==> src/rtl/big_tile_reader.sv <==
// Read-side client of the BIG tile map: turns pixel coordinates into tile-map reads
// and returns tile index plus in-tile offset in order, through a 4-entry output FIFO.
module big_tile_reader #(
  parameter int TILE_LOG2     = 3,
  parameter int MAP_COLS_LOG2 = 6,
  parameter int MAP_ROWS_LOG2 = 5
) (
  input  logic                                   clk,
  input  logic                                   rst,
  input  logic                                   pix_valid,
  output logic                                   pix_ready,
  input  logic [9:0]                             pix_x,
  input  logic [9:0]                             pix_y,
  input  logic                                   cache_inval,
  output logic [MAP_ROWS_LOG2+MAP_COLS_LOG2-1:0] big_addr,
  output logic                                   big_re,
  input  logic [5:0]                             big_data,
  output logic                                   tile_valid,
  input  logic                                   tile_ready,
  output logic [5:0]                             tile_idx,
  output logic [TILE_LOG2-1:0]                   tile_px,
  output logic [TILE_LOG2-1:0]                   tile_py,
  output logic                                   tile_oob
);

  localparam int AW = MAP_ROWS_LOG2 + MAP_COLS_LOG2;
  localparam int EW = 1 + 6 + 2 * TILE_LOG2;

  typedef enum logic [1:0] {KIND_MISS, KIND_HIT, KIND_OOB} kind_e;

  logic [9:0]           col, row;
  logic [AW-1:0]        addr;
  logic                 in_map, hit, accept;
  kind_e                kind;

  logic                 s1_valid, s2_valid;
  kind_e                s1_kind, s2_kind;
  logic [TILE_LOG2-1:0] s1_px, s1_py, s2_px, s2_py;
  logic [5:0]           s2_idx;

  logic                 cache_valid;
  logic [AW-1:0]        cache_addr;
  logic [5:0]           cache_data;

  logic [EW-1:0]        fifo_mem [4];
  logic [1:0]           wr_ptr, rd_ptr;
  logic [2:0]           fifo_count, occupancy;
  logic                 push, pop;
  logic [EW-1:0]        head;

  assign col    = pix_x >> TILE_LOG2;
  assign row    = pix_y >> TILE_LOG2;
  assign in_map = (col < 10'(1 << MAP_COLS_LOG2)) && (row < 10'(1 << MAP_ROWS_LOG2));
  assign addr   = {row[MAP_ROWS_LOG2-1:0], col[MAP_COLS_LOG2-1:0]};
  // A coincident invalidate forces this accept to re-read the memory.
  assign hit    = cache_valid && !cache_inval && (addr == cache_addr);

  always_comb begin
    kind = KIND_MISS;
    if (!in_map) kind = KIND_OOB;
    else if (hit) kind = KIND_HIT;
  end

  // Credit counts every entry in flight, so the FIFO can never overflow.
  assign occupancy = fifo_count + 3'(s1_valid) + 3'(s2_valid);
  assign pix_ready = occupancy < 3'd4;
  assign accept    = pix_valid && pix_ready;

  always_comb begin
    s2_idx = 6'd0;
    case (s2_kind)
      KIND_MISS: s2_idx = big_data;
      KIND_HIT:  s2_idx = cache_data;
      default:   s2_idx = 6'd0;
    endcase
  end

  assign push       = s2_valid;
  assign tile_valid = fifo_count != 3'd0;
  assign pop        = tile_valid && tile_ready;
  assign head       = fifo_mem[rd_ptr];
  assign {tile_oob, tile_idx, tile_px, tile_py} = tile_valid ? head : '0;

  always_ff @(posedge clk or negedge rst) begin
    if (!rst) begin
      big_re      <= 1'b0;
      big_addr    <= '0;
      s1_valid    <= 1'b0;
      s1_kind     <= KIND_MISS;
      s1_px       <= '0;
      s1_py       <= '0;
      s2_valid    <= 1'b0;
      s2_kind     <= KIND_MISS;
      s2_px       <= '0;
      s2_py       <= '0;
      cache_valid <= 1'b0;
      cache_addr  <= '0;
      cache_data  <= '0;
      wr_ptr      <= '0;
      rd_ptr      <= '0;
      fifo_count  <= '0;
    end else begin
      big_re   <= 1'b0;
      s1_valid <= accept;
      if (accept) begin
        s1_kind <= kind;
        s1_px   <= pix_x[TILE_LOG2-1:0];
        s1_py   <= pix_y[TILE_LOG2-1:0];
        if (kind == KIND_MISS) begin
          big_re     <= 1'b1;
          big_addr   <= addr;
          cache_addr <= addr;
        end
      end
      if (accept && kind == KIND_MISS) cache_valid <= 1'b1;
      else if (cache_inval) cache_valid <= 1'b0;

      s2_valid <= s1_valid;
      s2_kind  <= s1_kind;
      s2_px    <= s1_px;
      s2_py    <= s1_py;
      if (s2_valid && s2_kind == KIND_MISS) cache_data <= big_data;

      if (push) wr_ptr <= wr_ptr + 2'd1;
      if (pop) rd_ptr <= rd_ptr + 2'd1;
      case ({push, pop})
        2'b10:   fifo_count <= fifo_count + 3'd1;
        2'b01:   fifo_count <= fifo_count - 3'd1;
        default: fifo_count <= fifo_count;
      endcase
    end
  end

  always_ff @(posedge clk) begin
    if (push) fifo_mem[wr_ptr] <= {s2_kind == KIND_OOB, s2_idx, s2_px, s2_py};
  end

endmodule

==> config.mk <==
export PLATFORM = sky130hd
export DESIGN_NAME = big_tile_reader
export DESIGN_NICKNAME = d
export VERILOG_FILES = /design/src/rtl/big_tile_reader.sv
export SDC_FILE = /design/constraint.sdc
export NUM_CORES = 1
export LEC_CHECK = 0
export BUFFER_PORTS_ARGS = -buffer_cell sky130_fd_sc_hd__buf_2
export CORE_UTILIZATION = 29
export DETAILED_ROUTE_END_ITERATION = 8
export SYNTH_ARGS = -nofsm -noshare
export SYNTH_HDL_FRONTEND = slang
export SYNTH_SLANG_ARGS = --single-unit
==> constraint.sdc <==
create_clock -name clk -period 2.25 [get_ports clk]
set_clock_uncertainty 0.2 [all_clocks]
set_input_delay 0 -clock clk [delete_from_list [all_inputs] [get_ports clk]]
set_output_delay 0 -clock clk [all_outputs]
set_load 0.02 [all_outputs]
Yosys cells after proc, flatten, opt, wreduce, memory -nomap -nowiden
Memories as Yosys holds them, arrays and structs flattened.
Cells that the tools add are included.
{"block": "word_totals", "reg_bits": 44, "ram_bits": 52, "inputBits": 31, "output_inout_bits": 27, "word_cells": 55, "memories": 1}
{"block": "op_classes", "add_sub_neg": 6, "order_cmp": 3, "eq_ne": 5, "n_mux": 11, "n_reduce_logical": 14}
{"name": "fifo_mem", "depth": 4, "word_bits": 13, "rd": 1, "rd_clocked_by_memory_dff": 0, "write_ports": 1, "line": "45", "rtl": "logic [EW-1:0] fifo_mem [4];"}
{"operator": "13-bit 2-to-1 mux", "count": 1}
{"operator": "6-bit case mux with 2 select lines", "count": 1}
{"operator": "11-bit == test", "count": 1}
{"operator": "1-bit logical AND", "count": 7}
{"operator": "7-bit by 6-bit < comparator with 1-bit output (second input constant)", "count": 1}
{"operator": "7-bit < comparator (second input constant)", "count": 1}
{"operator": "1-bit 2-to-1 mux", "count": 7}
{"operator": "3-bit by 1-bit adder with 3-bit output", "count": 2}
{"operator": "3-bit case mux with 2 select lines", "count": 1}
{"operator": "2-bit by 1-bit adder with 2-bit output (second input constant)", "count": 2}
{"operator": "2-bit by 1-bit == test with 1-bit output (second input constant)", "count": 2}
{"operator": "2-bit == test (second input constant)", "count": 2}
{"operator": "2-bit zero test", "count": 2}
{"operator": "2-bit nonzero test", "count": 2}
{"operator": "3-bit by 1-bit adder with 3-bit output (second input constant)", "count": 1}
{"operator": "3-bit < comparator (second input constant)", "count": 1}
{"operator": "3-bit nonzero test", "count": 1}
{"operator": "3-bit by 1-bit subtractor with 3-bit output (second input constant)", "count": 1}
{"operator": "2-bit 2-to-1 mux", "count": 1}
{"operator": "2-bit AND reduction", "count": 1}
{"operator": "1-bit zero test", "count": 1}

Depth between registers and ports, before layout
{"block": "depth", "ltp_word": 8, "ltp_mapped": 8, "depth_no_buf": 8}

Worst setup path before layout
OpenSTA, ideal clock, no wires.
{"block": "synth_path", "path_kind": "reg2reg", "start": "reg s2_valid, in the netlist push", "end": "reg cache_addr[0]", "setup_time_ns": 0.125, "arrival_ns": 2.099, "slack_ns": -0.174, "stages_incl_launch_ff": 9, "path_buffers": 2, "synth_period_minus_slack_ns": 2.424, "path_cell_list": "dfrtp_1 ha_1 a21o_1 a221o_1 buf_6 nor4_4 and2_4 buf_12 mux2_4"}
{"block": "synth_between", "elab_chain_cells": 4}
{"element": "start, declared", "line": "36", "rtl": "logic s1_valid, s2_valid;"}
{"element": "start signal, assigned", "line": "118", "rtl": "s2_valid <= s1_valid;"}
{"element": "3-bit by 1-bit adder with 3-bit output", "line": "65", "rtl": "assign occupancy = fifo_count + 3'(s1_valid) + 3'(s2_valid);"}
{"element": "3-bit < comparator", "line": "66", "rtl": "assign pix_ready = occupancy < 3'd4;"}
{"element": "1-bit logical AND", "line": "67", "rtl": "assign accept = pix_valid && pix_ready;"}
{"element": "2-bit AND reduction (no line)"}
{"element": "end signal, assigned", "line": "112", "rtl": "cache_addr <= addr;"}
{"element": "end, declared", "line": "42", "rtl": "logic [AW-1:0] cache_addr;"}
No other way between the ends.
A chain may end at the register's enable or synchronous reset.

Worst setup path after layout
Same ends and word-level chain as after synthesis.

==> results.cfg <==
[drt]
wire_per_inst_um = 14.4
wirelength_um = 7620
vias_per_cell = 4.26
ant_nets = 0
drc = 0
num_vias = 2254
drt_iter0_drc = 86
dr.pass1.iters = 4

[clock_network]
cts_htree_levels = 3
root_buffer = clkbuf_16
path_clk_slew_ns = 0.06
cts_sinks = 96
cts_tree = done
cts_buffers = 9
clock_latency_ns = 0.34
cts_buffer_depth = 2

[grt]
grt_pass1_vias = 2433
grt_max_degree = 30
antenna_found_initial = 0
gr-total-overflow = 0
grt_pass1_wl_um = 12200
grt_usage_pct = 11.6

[placed_design]
dp_hpwl_um = 5080
port_buffers = 57
dp_slack_ns = -0.123
postPlaceCellArea_um2 = 4510
routabilityCongestion = 0.743

[run_status]
violations = negative setup slack
status = finished, violations left

[logic_synthesis]
synthFlopType = edfxtp_1
synth_cell_types = 35
synthesis.area_um2 = 3960
ys_warn_count = 0
async_reset_ff_share_pct = 45.8
synthCells = 240
synth_fp_nets = 278
synth_edf_count = 52
synth.avg_cell_area_um2 = 16.5
ys_ff_latch = 96
ys_seq_area_share_pct = 67.3

[floorplan]
die_w_um = 119
initial_core_util_pct = 29.7
core_um2 = 13300
die_area_um2 = 14100
num_rows = 42
ioPinCount = 58
die_h_um = 119

[setup_path]
crit_arrival_ns = 2.43
cp-end-kind = flip-flop
critPathRequiredTime_ns = 2.27
path_max_fanout = 6
crit_path_start_kind = flip-flop
critPathKind = flip-flop to flip-flop

[sta]
period_share_pct = 107
fin_ws_ns = -0.160
fin_crit_ns = 2.41
finalHoldViolations = 0
slew_headroom_pct = 57.3
fin_hold_ws_ns = 0.0195
clock.fmax_mhz = 415
finalMaxSlewViolations = 0
setup_viol = 13
max_slew.worst_pin.slew_ns = 0.641
rsz0062_at_grt = true

[final_layout]
antenna_cells = 0
drive_above_1_share_pct = 36.5
fin_nets = 386
syn_to_final_growth_pct = 30.3
layout_commonest_cell = buf_2
fin_area_um2 = 5150
final_cell_mix = 57 x buf_2, 52 x edfxtp_1, 44 x dfrtp_1

[power]
power.density_nw_per_um2 = 1300
vdd_ir_drop_max_mv = 0.564
p_leak_nw = 2.12

[worst_hold_path]
worst_hold_path_type = primary input to async pin

[run]
max_cap_viol_count = 0
[state kept, by name, indices dropped and copies added (netlist names), 3 cells and up]
signal      cells
cache_addr     11
cache_data      6
fifo_count      3
fifo_mem       52
s1_px           3
s1_py           3
s2_px           3
s2_py           3
[metal layers]
metal / global-route usage, % / share of wire, % / vias up / wire, um
met5: 0 / 0 / - / 0
met4: 3.72 / 1.4 / 0 / 107
met3: 4.39 / 4.8 / 10 / 369
met2: 19.4 / 50 / 57 / 3850
met1: 13.6 / 43 / 1109 / 3300
li1: - / - / 1078 / -
[Yosys cell counts, drive strengths merged (2+ instances only)]
cell type   n  area (um2)
xnor2       2        17.5
and2       19         121
mux2       17         225
clkbuf      4        15.0
mux4       13         293
buf         4        41.3
mux2i       7        70.1
nor4        4        40.0
dfrtp      44        1100
edfxtp     52        1560
nand3       2        10.0
o21ai       2        10.0
nor2        7        26.3
nor2b       2        12.5
xor2       15         131
ha          6        75.1
inv         7        26.3
nand2      21        78.8
[through the flow]
step	setup TNS, ns	util [%]	cells	power (mW)
6_report	-1.67	38.8	529	6.72
5_1_grt	-2.61	38.8	529	7.12
2_1_floorplan	-1.63	-	240	4.43
3_5_place_dp	-1.01	33.9	479	5.24
4_1_cts	-0.831	38.3	527	6.74
3_3_place_gp	-0.545	33.9	479	5.16
[kinds of logic after synthesis]
family | count (synthesis) | share of synthesized area (%)
simple gates | 59 | 7.94
buf+inv | 16 | 2.18
xor+xnor | 17 | 3.76
fa+ha+maj | 7 | 2.40
compound gates | 8 | 1.52
flops | 96 | 67.3
mux | 37 | 14.9
[worst max-delay path, stage by stage, from the launching register on]
cell     delay [ns]
dfrtp_1        0.41
ha_4           0.25
a21o_1         0.16
a221o_1        0.38
nor4_4         0.30
and2_4         0.28
mux2_4         0.31
[final cells by class]
cell class	count	area, um2
multi-input combinational	129	1250
fill	1239	8140
clock inverter	4	28.8
inverter	8	30.0
tap	176	220
timing repair buffer	104	714
clock buffer	12	246
sequential	96	2660
[report_power, final]
| part | switching (mW) | internal (mW) | total [mW] |
|---|---|---|---|
| Clock | 0.623 | 0.782 | 1.40 |
| Sequential | 0.342 | 2.50 | 2.84 |
| Combinational | 1.29 | 1.19 | 2.48 |
| Total | 2.25 | 4.47 | 6.72 |
[final timing paths]
path                            from             to  slack, ns  cells past startpoint
max                             push  cache_addr[0]      -0.16                      6
min                              rst     s2_kind[0]       0.02                      2
max reg2reg                     push  cache_addr[0]      -0.16                      6
min reg2reg                 s1_px[2]       s2_px[2]       0.17                      0
max in group asynchronous        rst  cache_addr[6]       1.25                      3
min in group clk           pix_valid    cache_valid       0.11                      5
[repair_timing]
| item | 4_1_cts | 5_1_grt |
|---|---|---|
| endpoints found under the setup margin | 13 | 15 |
| gates resized for setup | 1 | 11 |
| setup buffers | 2 | 2 |
| pin swaps | 1 | 6 |
| endpoints found under the hold margin | 97 | 0 |
| hold buffers | 29 | 0 |
| gates cloned | 1 | 0 |
Power figures use the tool's default switching activity.
